--- src/rtl/mgmt_ram_arb_pkg.sv ---
// Shared types and address-decode constants for the management RAM arbiter.
package mgmt_ram_arb_pkg;

    typedef enum logic [1:0] {
        IDLE   = 2'd0,
        ACCESS = 2'd1,
        RESP   = 2'd2
    } arb_state_e;

    localparam int WORD_ADDR_LSB = 2;
    localparam int BLK_IDX_LSB   = 10;
    localparam int BLK_IDX_W     = 8;
    localparam int WORD_ADDR_W   = BLK_IDX_LSB - WORD_ADDR_LSB;

endpackage

--- src/rtl/mgmt_ram_rr_picker.sv ---
// Two-requester round-robin picker; a burst hold keeps the last owner while it still requests.
module mgmt_ram_rr_picker (
    input  logic [1:0] i_req,
    input  logic [1:0] i_last_grant,
    input  logic       i_burst_hold,
    output logic [1:0] o_grant
);

    // i_last_grant is always one-hot, so its inverse is the other requester.
    always_comb begin
        o_grant = 2'b00;
        if (i_burst_hold && (|(i_req & i_last_grant))) begin
            o_grant = i_last_grant;
        end else if (i_req == 2'b11) begin
            o_grant = ~i_last_grant;
        end else begin
            o_grant = i_req;
        end
    end

endmodule

--- src/rtl/mgmt_ram_arbiter.sv ---
// Shares the management RAM port between two Wishbone classic requesters (IDLE/ACCESS/RESP).
// Optional owner bursts are enabled by defining MGMT_RAM_ARB_BURST_EN.
module mgmt_ram_arbiter
    import mgmt_ram_arb_pkg::*;
#(
    parameter int RAM_BLOCKS = 2,
    parameter int MAX_BURST  = 4
) (
    input  logic                     clk,
    input  logic                     resetn,
    input  logic                     m0_cyc_i,
    input  logic                     m0_stb_i,
    input  logic                     m0_we_i,
    input  logic [3:0]               m0_sel_i,
    input  logic [31:0]              m0_adr_i,
    input  logic [31:0]              m0_dat_i,
    output logic                     m0_ack_o,
    output logic [31:0]              m0_dat_o,
    input  logic                     m1_cyc_i,
    input  logic                     m1_stb_i,
    input  logic                     m1_we_i,
    input  logic [3:0]               m1_sel_i,
    input  logic [31:0]              m1_adr_i,
    input  logic [31:0]              m1_dat_i,
    output logic                     m1_ack_o,
    output logic [31:0]              m1_dat_o,
    output logic [RAM_BLOCKS-1:0]    mgmt_ena,
    output logic [RAM_BLOCKS-1:0]    mgmt_wen,
    output logic [RAM_BLOCKS*4-1:0]  mgmt_wen_mask,
    output logic [WORD_ADDR_W-1:0]   mgmt_addr,
    output logic [31:0]              mgmt_wdata,
    input  logic [RAM_BLOCKS*32-1:0] mgmt_rdata,
    output logic [1:0]               arb_grant
);

    arb_state_e             r_state;
    arb_state_e             w_state_nxt;
    logic [WORD_ADDR_W-1:0] r_word;
    logic [BLK_IDX_W-1:0]   r_blk;
    logic                   r_we;
    logic [3:0]             r_sel;
    logic [31:0]            r_dat;
    logic [1:0]             r_grant;
    logic [1:0]             r_last;

    logic [1:0]  w_req;
    logic [1:0]  w_pick;
    logic        w_burst_hold;
    logic        w_accept;
    logic [31:0] w_adr;
    logic        w_hit;
    logic [31:0] w_rdata_blk;
    logic [31:0] w_rd_dat;
    logic        w_unused_adr;

    assign w_req    = {m1_cyc_i & m1_stb_i, m0_cyc_i & m0_stb_i};
    assign w_accept = (r_state == IDLE) && (|w_req);
    assign w_adr    = w_pick[1] ? m1_adr_i : m0_adr_i;

    assign w_unused_adr = ^{m0_adr_i[31:BLK_IDX_LSB+BLK_IDX_W], m0_adr_i[WORD_ADDR_LSB-1:0],
                            m1_adr_i[31:BLK_IDX_LSB+BLK_IDX_W], m1_adr_i[WORD_ADDR_LSB-1:0]};

    mgmt_ram_rr_picker u_picker (
        .i_req        (w_req),
        .i_last_grant (r_last),
        .i_burst_hold (w_burst_hold),
        .o_grant      (w_pick)
    );

    always_comb begin
        w_state_nxt = r_state;
        case (r_state)
            IDLE:    if (|w_req) w_state_nxt = ACCESS;
            ACCESS:  w_state_nxt = RESP;
            RESP:    w_state_nxt = IDLE;
            default: w_state_nxt = IDLE;
        endcase
    end

    always_ff @(posedge clk or negedge resetn) begin
        if (!resetn) begin
            r_state <= IDLE;
            r_word  <= '0;
            r_blk   <= '0;
            r_we    <= 1'b0;
            r_sel   <= 4'h0;
            r_dat   <= 32'h0;
            r_grant <= 2'b00;
            r_last  <= 2'b10;
        end else begin
            r_state <= w_state_nxt;
            if (w_accept) begin
                r_word  <= w_adr[BLK_IDX_LSB-1:WORD_ADDR_LSB];
                r_blk   <= w_adr[BLK_IDX_LSB +: BLK_IDX_W];
                r_we    <= w_pick[1] ? m1_we_i  : m0_we_i;
                r_sel   <= w_pick[1] ? m1_sel_i : m0_sel_i;
                r_dat   <= w_pick[1] ? m1_dat_i : m0_dat_i;
                r_grant <= w_pick;
            end
            if (r_state == RESP) begin
                r_last <= r_grant;
            end
        end
    end

    // A block index only matches a loop index below RAM_BLOCKS, so out-of-range never hits.
    always_comb begin
        mgmt_ena      = '0;
        mgmt_wen      = '0;
        mgmt_wen_mask = '0;
        mgmt_addr     = '0;
        mgmt_wdata    = 32'h0;
        w_hit         = 1'b0;
        w_rdata_blk   = 32'h0;
        for (int b = 0; b < RAM_BLOCKS; b++) begin
            if (r_blk == BLK_IDX_W'(b)) begin
                w_hit       = 1'b1;
                w_rdata_blk = mgmt_rdata[32*b +: 32];
                if (r_state == ACCESS) begin
                    mgmt_ena[b]            = 1'b1;
                    mgmt_wen[b]            = r_we;
                    mgmt_wen_mask[4*b +: 4] = r_we ? r_sel : 4'h0;
                end
            end
        end
        if (r_state == ACCESS) begin
            mgmt_addr  = r_word;
            mgmt_wdata = r_dat;
        end
    end

    assign w_rd_dat  = (w_hit && !r_we) ? w_rdata_blk : 32'h0;
    assign m0_ack_o  = (r_state == RESP) && !r_grant[1] && m0_cyc_i;
    assign m1_ack_o  = (r_state == RESP) &&  r_grant[1] && m1_cyc_i;
    assign m0_dat_o  = m0_ack_o ? w_rd_dat : 32'h0;
    assign m1_dat_o  = m1_ack_o ? w_rd_dat : 32'h0;
    assign arb_grant = r_grant;

`ifdef MGMT_RAM_ARB_BURST_EN
    localparam int BEAT_W = $clog2(MAX_BURST + 1);

    logic [BEAT_W-1:0] r_beats;
    logic              r_cyc_held;
    logic              w_owner_cyc;
    logic              w_last_cyc;

    assign w_owner_cyc  = r_grant[1] ? m1_cyc_i : m0_cyc_i;
    assign w_last_cyc   = r_last[1]  ? m1_cyc_i : m0_cyc_i;
    assign w_burst_hold = r_cyc_held && w_last_cyc && (r_beats < BEAT_W'(MAX_BURST));

    // r_cyc_held remembers that the previous owner kept its cycle open through RESP.
    always_ff @(posedge clk or negedge resetn) begin
        if (!resetn) begin
            r_beats    <= '0;
            r_cyc_held <= 1'b0;
        end else begin
            if (r_state == RESP) begin
                r_cyc_held <= w_owner_cyc;
            end else if ((r_state == IDLE) && !w_last_cyc) begin
                r_cyc_held <= 1'b0;
            end
            if (w_accept) begin
                r_beats <= (w_burst_hold && (w_pick == r_last)) ? r_beats + 1'b1 : BEAT_W'(1);
            end
        end
    end
`else
    logic w_unused_cfg;

    assign w_burst_hold = 1'b0;
    assign w_unused_cfg = (MAX_BURST > 0);
`endif

endmodule
--- config.mk ---
export PLATFORM = sky130hd
export DESIGN_NAME = mgmt_ram_arbiter
export DESIGN_NICKNAME = d
export VERILOG_FILES = /design/src/rtl/mgmt_ram_arb_pkg.sv /design/src/rtl/mgmt_ram_rr_picker.sv /design/src/rtl/mgmt_ram_arbiter.sv
export SDC_FILE = /design/constraint.sdc
export NUM_CORES = 1
export LEC_CHECK = 0
export CORE_AREA = 8 8 121 123
export CTS_BUF_LIST = sky130_fd_sc_hd__clkbuf_2 sky130_fd_sc_hd__clkbuf_4 sky130_fd_sc_hd__clkbuf_8
export CTS_CLUSTER_SIZE = 25
export DETAILED_ROUTE_END_ITERATION = 8
export DIE_AREA = 0 0 129 131
export PLACE_DENSITY_LB_ADDON = 0.12
export RECOVER_POWER = 100
export SYNTH_ARGS = -nofsm -noshare
export SYNTH_HDL_FRONTEND = slang
export SYNTH_SLANG_ARGS = --single-unit
--- constraint.sdc ---
create_clock -name clk -period 2.5 [get_ports clk]
set_input_delay 0.75 -clock clk [delete_from_list [all_inputs] [get_ports clk]]
set_output_delay 0.75 -clock clk [all_outputs]
set_load 0.05 [all_outputs]
## Yosys cells after proc, flatten, opt, wreduce, memory -nomap -nowiden

Index checks and enable logic that the tools add are counted.

| storage, ports and cells | value |
|---|---|
| word-level logic and storage cells | 53 |
| flip-flop bits (word level) | 59 |
| input bits | 208 |

| cells by class | value |
|---|---|
| muxes and demuxes | 26 |
| bitwise operators | 3 |
| reductions and logical operators | 11 |
| eq/ne operators | 5 |

Operators with widths:

| cell | count |
|---|---|
| $mux 32 | 7 |
| $mux 4 | 5 |
| $mux 18 | 1 |
| $mux 1 | 9 |
| $eq 8x1->1 const B | 1 |
| $logic_not 8->1 | 1 |
| $mux 8 | 1 |
| $logic_and 1x1->1 | 6 |
| $eq 2x2->1 const B | 2 |
| $mux 2 | 2 |
| $pmux 2 s2 | 1 |
| $and 1x1->1 | 2 |
| $eq 2x1->1 const B | 1 |
| $logic_not 1->1 | 2 |
| $logic_not 2->1 | 1 |
| $ne 2x1->1 const B | 1 |
| $not 2->2 | 1 |
| $reduce_or 2->1 | 1 |

## Logic depth before layout (Yosys ltp)

Gate-level depths: netlist of the first run.

| depth | value |
|---|---|
| depth after elaboration | 6 |
| depth in mapped cells | 5 |
| depth with buffers taken out | 4 |

## Hierarchy

From an unflattened synthesis of the first run, not the netlist that was laid out.

| unflattened totals | value |
|---|---|
| cell total of the unflattened synthesis | 412 |
| area, all modules | 4299.1 sq um |

Modules (own cells, without submodules):

| module | instances | area each (sq um) | cells each |
|---|---|---|---|
| mgmt_ram_arbiter | 1 | 4229.1 | 403 |
| mgmt_ram_rr_picker | 1 | 70.1 | 9 |

## Worst setup path after synthesis of the first run

OpenSTA, ideal clock, no wires.

| path | value |
|---|---|
| path kind | reg2out |
| start | register r_blk[5] |
| end | output mgmt_wen_mask[0] |
| path slack | -745 ps |
| stages on the path, launching flop included | 4 |
| path buffers | 0 |
| arrival | 2495 ps |
| data required time | 1750 ps |
| cell sequence | dfrtp_1 > or4_4 > nor4_2 > and2_1 |

| on the way | value |
|---|---|
| longest elaborated chain between the ends | 2 |

Ends and longest elaborated chain:

| item | line | RTL |
|---|---|---|
| start, declared | mgmt_ram_arbiter.sv:39 | `logic [BLK_IDX_W-1:0] r_blk;` |
| start signal, assigned | mgmt_ram_arbiter.sv:94 | `r_blk <= w_adr[BLK_IDX_LSB +: BLK_IDX_W];` |
| $logic_not 8->1 | mgmt_ram_arbiter.sv:116 | `if (r_blk == BLK_IDX_W'(b)) begin` |
| $mux 4 | mgmt_ram_arbiter.sv:116 |  |
| end, declared | mgmt_ram_arbiter.sv:29 | `output logic [RAM_BLOCKS*4-1:0] mgmt_wen_mask,` |

No other way between the ends.

## Worst setup path after layout of the first run

| path | value |
|---|---|
| start | register r_blk[7] |
| end | output mgmt_wen_mask[5] |

| on the way | value |
|---|---|
| longest elaborated chain between the ends | 2 |

Ends and longest elaborated chain:

| item | line |
|---|---|
| $eq 8x1->1 | mgmt_ram_arbiter.sv:116 |
| $mux 4 | mgmt_ram_arbiter.sv:116 |

No other way between the ends.

==> reports/metrics.cfg, run 1 <==
[status]
status=finished, violations left
violations=setup timing

[floorplan]
coreArea_sq_um=12900
die_h_um=131
dieArea_sq_um=16900
io_pins=328
dieWidth_um=129
initial_core_util_pct=31.0
std_cell_rows=42

[hold_path]
min_path_type=reg -> reg
holdPathStages=1

[detailed_routing]
detail_route.wl_per_cell_um=23.7
drt-total-wl_um=22200
drtPass1Iterations=5
drc=0
num_vias=5147
drt-initial-drc-count=264
final_antenna_net_count=0
vias_per_cell=5.49

[critical_path]
startpoint_type=flop
crit_cells=4
reg2reg_depth=6
critical_path_class=reg -> out
crit_buf_inv=1
crit_family=simple AND/OR/NAND/NOR gates
worstPathCellList=or4_4 -> or3_4 -> nor3_4 -> buf_12
crit_arrival_ns=2.05
worst-path-max-fanout=4
crit_slowest_cell=or4_4
cp.required_ns=1.75
endpoint_kind=output port
max_stage_delay_ns=0.54

[global_route]
grt_pass1_vias=5492
grt_max_degree=56
grt_util_met2_pct=46.3
grt-busiest-layer=met2
grt_use_met1_pct=28.2
grt_overflow_total=0
antenna_found_initial=1
grt_use_met3_pct=7.63
track_usage_pct=25.5
grt_first_pass_wirelength_um=33500

[sta]
min_period_ns=2.80
slew_headroom_pct=9.73
finalMaxSlewViolations=0
setup_ws_ns=-0.302
hold_viol=0
setup_tns_ns=-18.02
max_freq_ghz=0.357
skew_ns=0.00739
period_share_pct=112
setup_viol=76
rsz0062_at_grt=true
holdWs_ns=0.511
tightest_slew_ns=1.35

[synthesis]
synth_top_area_share_pct=36.4
syn-num-nets=657
synthTopCellsByArea=dfrtp_1 36%, a311oi_1 12%, a2bb2oi_1 11%
synthCells=449
mappedNetlistArea_sq_um=3990
yosys.cell_types.count=32
synth_warnings=0
yosysTopAreaCell=dfrtp_1
yosys_register_bits=59
avgSynthCellArea_sq_um=8.88
seq_area_frac_synth_pct=37.0

[placement]
dp_hpwl_um=16300
placed_cell_area_sq_um=9150
io_buffers=295
dp_cells=908
preCtsSetupSlack_ns=-0.402
gp_congestion=0.885

[final_layout]
drive_above_1_share_pct=38.2
synthToLayoutAreaGrowth_pct=140
stdcell_area_sq_um=9590
layout.cells.non_filler=937
finish.net_count=963
final_util_pct=74.5

[pwr]
pwr-share-comb_pct=52.5
sw_frac_of_total_pct=38.6
total_power_mw=5.19
powerDensity_nw_per_um2=541
leakage_nw=3.75
intPower_mw=3.19
p_clk_share_pct=19.2
p_sw_mw=2.00
irDropWorstVdd_mv=0.473
seqPwrFrac_pct=28.4

[cts]
htree_num_levels=3
numCtsBuffers=9
clkSlewWorstSetupHoldPaths_ns=0.07
clk_latency_ns=0.34
cts-root-buf=clkbuf_8
clockBufferDepth=2
clock_sinks=59
cts_tree=done
cts_hold_buffers=0

[job]
max-cap-violations=0

## layout by cell type, fill, tap and decap left out, drive strengths merged, types with 2 or more instances in the layout
| cell | count |
|---|---|
| dfrtp | 58 |
| bufinv | 2 |
| clkbuf | 19 |
| nand2b | 2 |
| and2 | 47 |
| or2 | 2 |
| dlygate4sd2 | 2 |
| a22oi | 2 |
| bufbuf | 2 |
| clkinv | 2 |
| dlygate4sd3 | 2 |
| a21o | 2 |
| a2bb2oi | 52 |
| nand2 | 4 |
| inv | 3 |
| a311oi | 53 |
| nor3 | 3 |
| nand3 | 3 |
| o21ai | 53 |
| nor4 | 4 |
| or3 | 2 |
| nor2 | 66 |
| mux2 | 2 |
| mux2i | 32 |
| clkdlybuf4s50 | 172 |
| buf | 162 |
## sequential cells by signal, summed over array words and instances, names as in the netlist
name       flops
r_we           1
arb_grant      2
r_word         8
r_last         2
r_blk          8
r_dat         32
r_state        2
r_sel          4
## path summary, 6_finish.rpt
path	from	end	slack, ns
setup reg to reg	r_state[1]	r_dat[2]	0.42
hold / removal	r_last[0]	r_last[0]	0.51
max in group asynchronous	resetn	r_blk[0]	0.16
setup / recovery	r_blk[7]	mgmt_wen_mask[5]	-0.30
min in group asynchronous	resetn	r_dat[14]	0.70
hold reg to reg	r_last[0]	r_last[0]	0.51
## kinds of logic (layout without fill, tap and decap cells)
group           after synthesis  count (layout)  synth area share [%]
compound gates              163             163                  30.8
mux                          34              34                  8.59
buf+inv                      55             366                  5.58
simple gates                138             138                  18.0
flops                        59              59                  37.0
other cells                   0               1                     0
## layout make-up
class	count	area (sq um)
timing repair buffer	347	4740
fill	856	3280
multi-input combinational	335	2910
sequential	59	1480
tap	176	220
clock buffer	12	153
clock inverter	4	73.8
inverter	3	11.3
antenna	1	2.50
## repair_timing
item                       4_1_cts  5_1_grt
setup endpoints to repair      118       76
cloned                           7        0
gates resized for setup         41        0
buffers inserted                 5        0
pin swaps                       13        1
## worst reg2reg max path: stages (launching register included)
cell       delay, ns
dfrtp_1         0.38
clkbuf_1        0.12
or2_2           0.28
or2_0           0.30
inv_1           0.15
clkbuf_4        0.49
a2bb2oi_1       0.26
## cells in the mapped netlist
| library cell | instances |
|---|---|
| and4b_1 | 1 |
| nand2_1 | 4 |
| and4bb_2 | 1 |
| or4_4 | 1 |
| nor3_1 | 3 |
| buf_4 | 1 |
| nand3_1 | 3 |
| a311oi_1 | 53 |
| or2_2 | 1 |
| nor2b_1 | 1 |
| nor4_1 | 2 |
| dfrtp_1 | 58 |
| nand2b_1 | 2 |
| mux2_2 | 2 |
| a211oi_1 | 1 |
| o21ai_0 | 53 |
| inv_2 | 1 |
| inv_1 | 2 |
| and3_1 | 1 |
| mux2i_1 | 32 |
| nor2_1 | 66 |
| a2bb2oi_1 | 52 |
| clkbuf_1 | 41 |
| or3_4 | 2 |
| a21o_1 | 2 |
| dfstp_2 | 1 |
| or2_1 | 1 |
| nor4_2 | 2 |
| a22oi_1 | 1 |
| buf_2 | 10 |
| and2_1 | 47 |
| a22oi_2 | 1 |
## metal layers
layer	routed length (um)	part of all wire, %
met5	0	0
met4	406	1.8
met3	2030	9.1
met2	11700	53
met1	8120	37
## power groups by stage
stage / logic [mW] / clock network, mW / registers [mW]
global placement: 2.64 / 0 / 1.46
floorplan: 1.50 / 0 / 1.45
finish: 2.72 / 0.995 / 1.47
CTS: 2.81 / 1.02 / 1.47
detailed placement: 2.70 / 0 / 1.48
global route: 2.86 / 1.06 / 1.51
(Power assumes the default switching activity.)
==> run 2: changes to the inputs <==
--- a/config.mk
+++ b/config.mk
@@ -5,11 +5,13 @@
 export SDC_FILE = /design/constraint.sdc
 export NUM_CORES = 1
 export LEC_CHECK = 0
-export CORE_AREA = 8 8 121 123
+export CORE_AREA = 8 8 122 124
 export CTS_BUF_LIST = sky130_fd_sc_hd__clkbuf_2 sky130_fd_sc_hd__clkbuf_4 sky130_fd_sc_hd__clkbuf_8
 export CTS_CLUSTER_SIZE = 25
 export DETAILED_ROUTE_END_ITERATION = 8
-export DIE_AREA = 0 0 129 131
+export DIE_AREA = 0 0 130 132
+export DONT_BUFFER_PORTS = 1
+export HOLD_SLACK_MARGIN = 0.1
 export PLACE_DENSITY_LB_ADDON = 0.12
 export RECOVER_POWER = 100
 export SYNTH_ARGS = -nofsm -noshare
==> constraint.sdc (replaced) <==
create_clock -name clk -period 3.6 [get_ports clk]
set_input_delay 1.08 -clock clk [delete_from_list [all_inputs] [get_ports clk]]
set_output_delay 1.08 -clock clk [all_outputs]
set_load 0.05 [all_outputs]
==> run 2 against run 1 <==
Compared with the run above: the run now ends clean; non-clock buffer count is 263 lower; sequential cell count stayed put; register-to-register slack worse by 0.05 ns; largest power group unchanged; largest cell class is now multi-input combinational cells; via count is 23% lower; global-route usage is 6.5 points lower; worst setup slack better by 0.48 ns; count of clock-buffer cells in the layout stayed put; combinational power is 60% lower; total power is 45% lower; critical path depth is 1 lower; sequential share of layout area is 15 points higher; final cell count is 28% lower.
==> reports/metrics.cfg, run 2 (synthesis gave the netlist of run 1 again) <==
[floorplan]
dieWidth_um=130  ; +0.78%
initial_core_util_pct=30.7  ; -0.25 points
std_cell_rows=42  ; unchanged
die_h_um=132  ; +0.76%
coreArea_sq_um=13000  ; +0.82%
io_pins=328  ; unchanged
dieArea_sq_um=17200  ; +1.5%

[pwr]
p_clk_share_pct=24.7  ; +5.5 points
intPower_mw=1.70  ; -47%
seqPwrFrac_pct=36.7  ; +8.3 points
sw_frac_of_total_pct=40.6  ; +2.0 points
leakage_nw=2.05  ; -45%
powerDensity_nw_per_um2=587  ; +8.5%
irDropWorstVdd_mv=0.261  ; -45%
p_sw_mw=1.16  ; -42%
pwr-share-comb_pct=38.6  ; -14 points

[final_layout]
reg_top3=r_dat x32, r_blk x8, r_word x8
multi_input_area_sq_um=2400  ; -18%
final_cell_mix=57 x dfrtp_1, 53 x a311oi_1, 53 x o21ai_0
finish.net_count=700  ; -27%
seq_area_sq_um=1480  ; unchanged
synthToLayoutAreaGrowth_pct=22.0
stdcell_area_sq_um=4870  ; -49%
largest_reg_flops=32  ; unchanged
layout_commonest_cell=dfrtp_1
top_register=r_dat
drive_above_1_share_pct=29.0  ; -9.2 points
n_fill_cell=1336  ; +56%

[placement]
io_buffers=0  ; -100%
gp_congestion=0.935  ; +5.7%
dp_hpwl_um=12600  ; -22%
placed_cell_area_sq_um=4800  ; -48%

[detailed_routing]
drtPass1Iterations=4  ; -1
drt-total-wl_um=17000  ; -23%
detail_route.wl_per_cell_um=25.2  ; +6.2%
final_antenna_net_count=0  ; unchanged
drc=0  ; unchanged
vias_per_cell=5.83  ; +6.1%
drt-initial-drc-count=205  ; -22%
num_vias=3941  ; -23%

[critical_path]
crit_arrival_ns=2.34  ; +0.29 ns
cp.required_ns=2.52  ; +0.77 ns
startpoint_type=flop
ff2ff_setup_slack_ns=0.37  ; -0.05 ns
reg2reg_depth=5  ; -1
rr_startpoint=r_state[0]
endpoint_kind=output port
critical_path_class=reg -> out
worst-path-max-fanout=3  ; -1
r2r_end=r_word[3]

[sta]
max_freq_ghz=0.292
rsz0062_at_grt=false
skew_ns=0.00972  ; +0.00233 ns
min_period_ns=3.42
hold_viol=0  ; unchanged
setup_viol=0  ; -100%
tightest_slew_ns=1.48  ; +0.121 ns
period_share_pct=95.1
setup_tns_ns=0  ; +18.02 ns
slew_headroom_pct=1.65  ; -8.1 points
finalMaxSlewViolations=0  ; unchanged

[cts]
htree_num_levels=3  ; unchanged
postCtsSetupBuffers=0  ; -5
cts_tree=done
clock_sinks=59  ; unchanged
cts-root-buf=clkbuf_8
clkSlewWorstSetupHoldPaths_ns=0.07  ; about the same
cts_hold_buffers=0  ; unchanged
post_cts_resize_count=0  ; -100%
clockBufferDepth=2  ; unchanged
clk_latency_ns=0.34  ; about the same
numCtsBuffers=9  ; unchanged

[global_route]
grt_max_degree=60  ; +7.1%
antenna_found_initial=4  ; +3
track_usage_pct=19.0  ; -6.5 points
grt_overflow_total=0  ; unchanged
grt_pass1_vias=4225  ; -23%
grt_first_pass_wirelength_um=25400  ; -24%

[hold_path]
min_path_type=in -> async

[status]
status=complete, no violations

[job]
max-cap-violations=0  ; unchanged

[run 2: changes by cell type in the layout (fill, tap and decap cells not counted), moves of 17 or more]
cell and change:
buf_12 -124, nor2_4 -66, and2_1 +17, and2_4 -18, clkdlybuf4s50_1 -172, clkbuf_2 +38
nor2_1 +35, nor2_2 +31
[run 2: area by class of cell]
cell class | instances | share of cell area, %
diodes | 3 | 0.154
clock buffers | 12 | 3.26
clock inverters | 4 | 1.49
inverters | 3 | 0.231
multi-input cells | 335 | 49.3
flip-flops and latches | 59 | 30.4
well taps | 176 | 4.52
repair buffers | 84 | 10.6
[run 2: layer usage]
layer | GRT usage, % | wire, um
met1 | 21.5 | 6690
met2 | 32.1 | 8450
met3 | 5.99 | 1480
met4 | 7.62 | 425
met5 | 0 | 10
[run 2: worst max-delay path, cell delays in order (launching register included)]
cell and delay, ns:
dfrtp_1 0.41, or4_4 0.59, nor4_4 0.33, and2_0 0.68
[run 2: power by group through the flow]
stage               combinational (mW)  sequential, mW  clock (mW)
floorplan                        0.958            1.00           0
global placement                  1.10            1.05           0
detailed placement                1.12            1.05           0
CTS                               1.12            1.05       0.727
global route                      1.17            1.08       0.756
finish                            1.10            1.05       0.705
[run 2: how the worst max path moves through the flow]
stage                             from               end  slack, ns  depth (start not counted)
after floorplan               m1_cyc_i      m1_dat_o[10]      -0.13                          4
after global placement        m1_cyc_i      m1_dat_o[31]       0.39                          5
after detailed placement      m1_cyc_i      m1_dat_o[31]       0.39                          5
after CTS                     r_blk[5]  mgmt_wen_mask[6]       0.20                          5
after global routing      arb_grant[1]      m1_dat_o[31]       0.08                          5
final                         r_blk[5]  mgmt_wen_mask[7]       0.18                          3
[run 2: through the flow]
stage | setup WS, ns | hold WS [ns] | std cells | power [mW] | util, %
floorplan | -0.129 | 0.482 | 449 | 1.96 | -
detailed placement | 0.394 | 0.507 | 657 | 2.17 | 37.0
global placement | 0.392 | 0.492 | 657 | 2.15 | 37.0
finish | 0.175 | 0.430 | 676 | 2.86 | 37.5
CTS | 0.199 | 0.405 | 673 | 2.89 | 38.7
global route | 0.0797 | 0.399 | 676 | 3.01 | 37.5
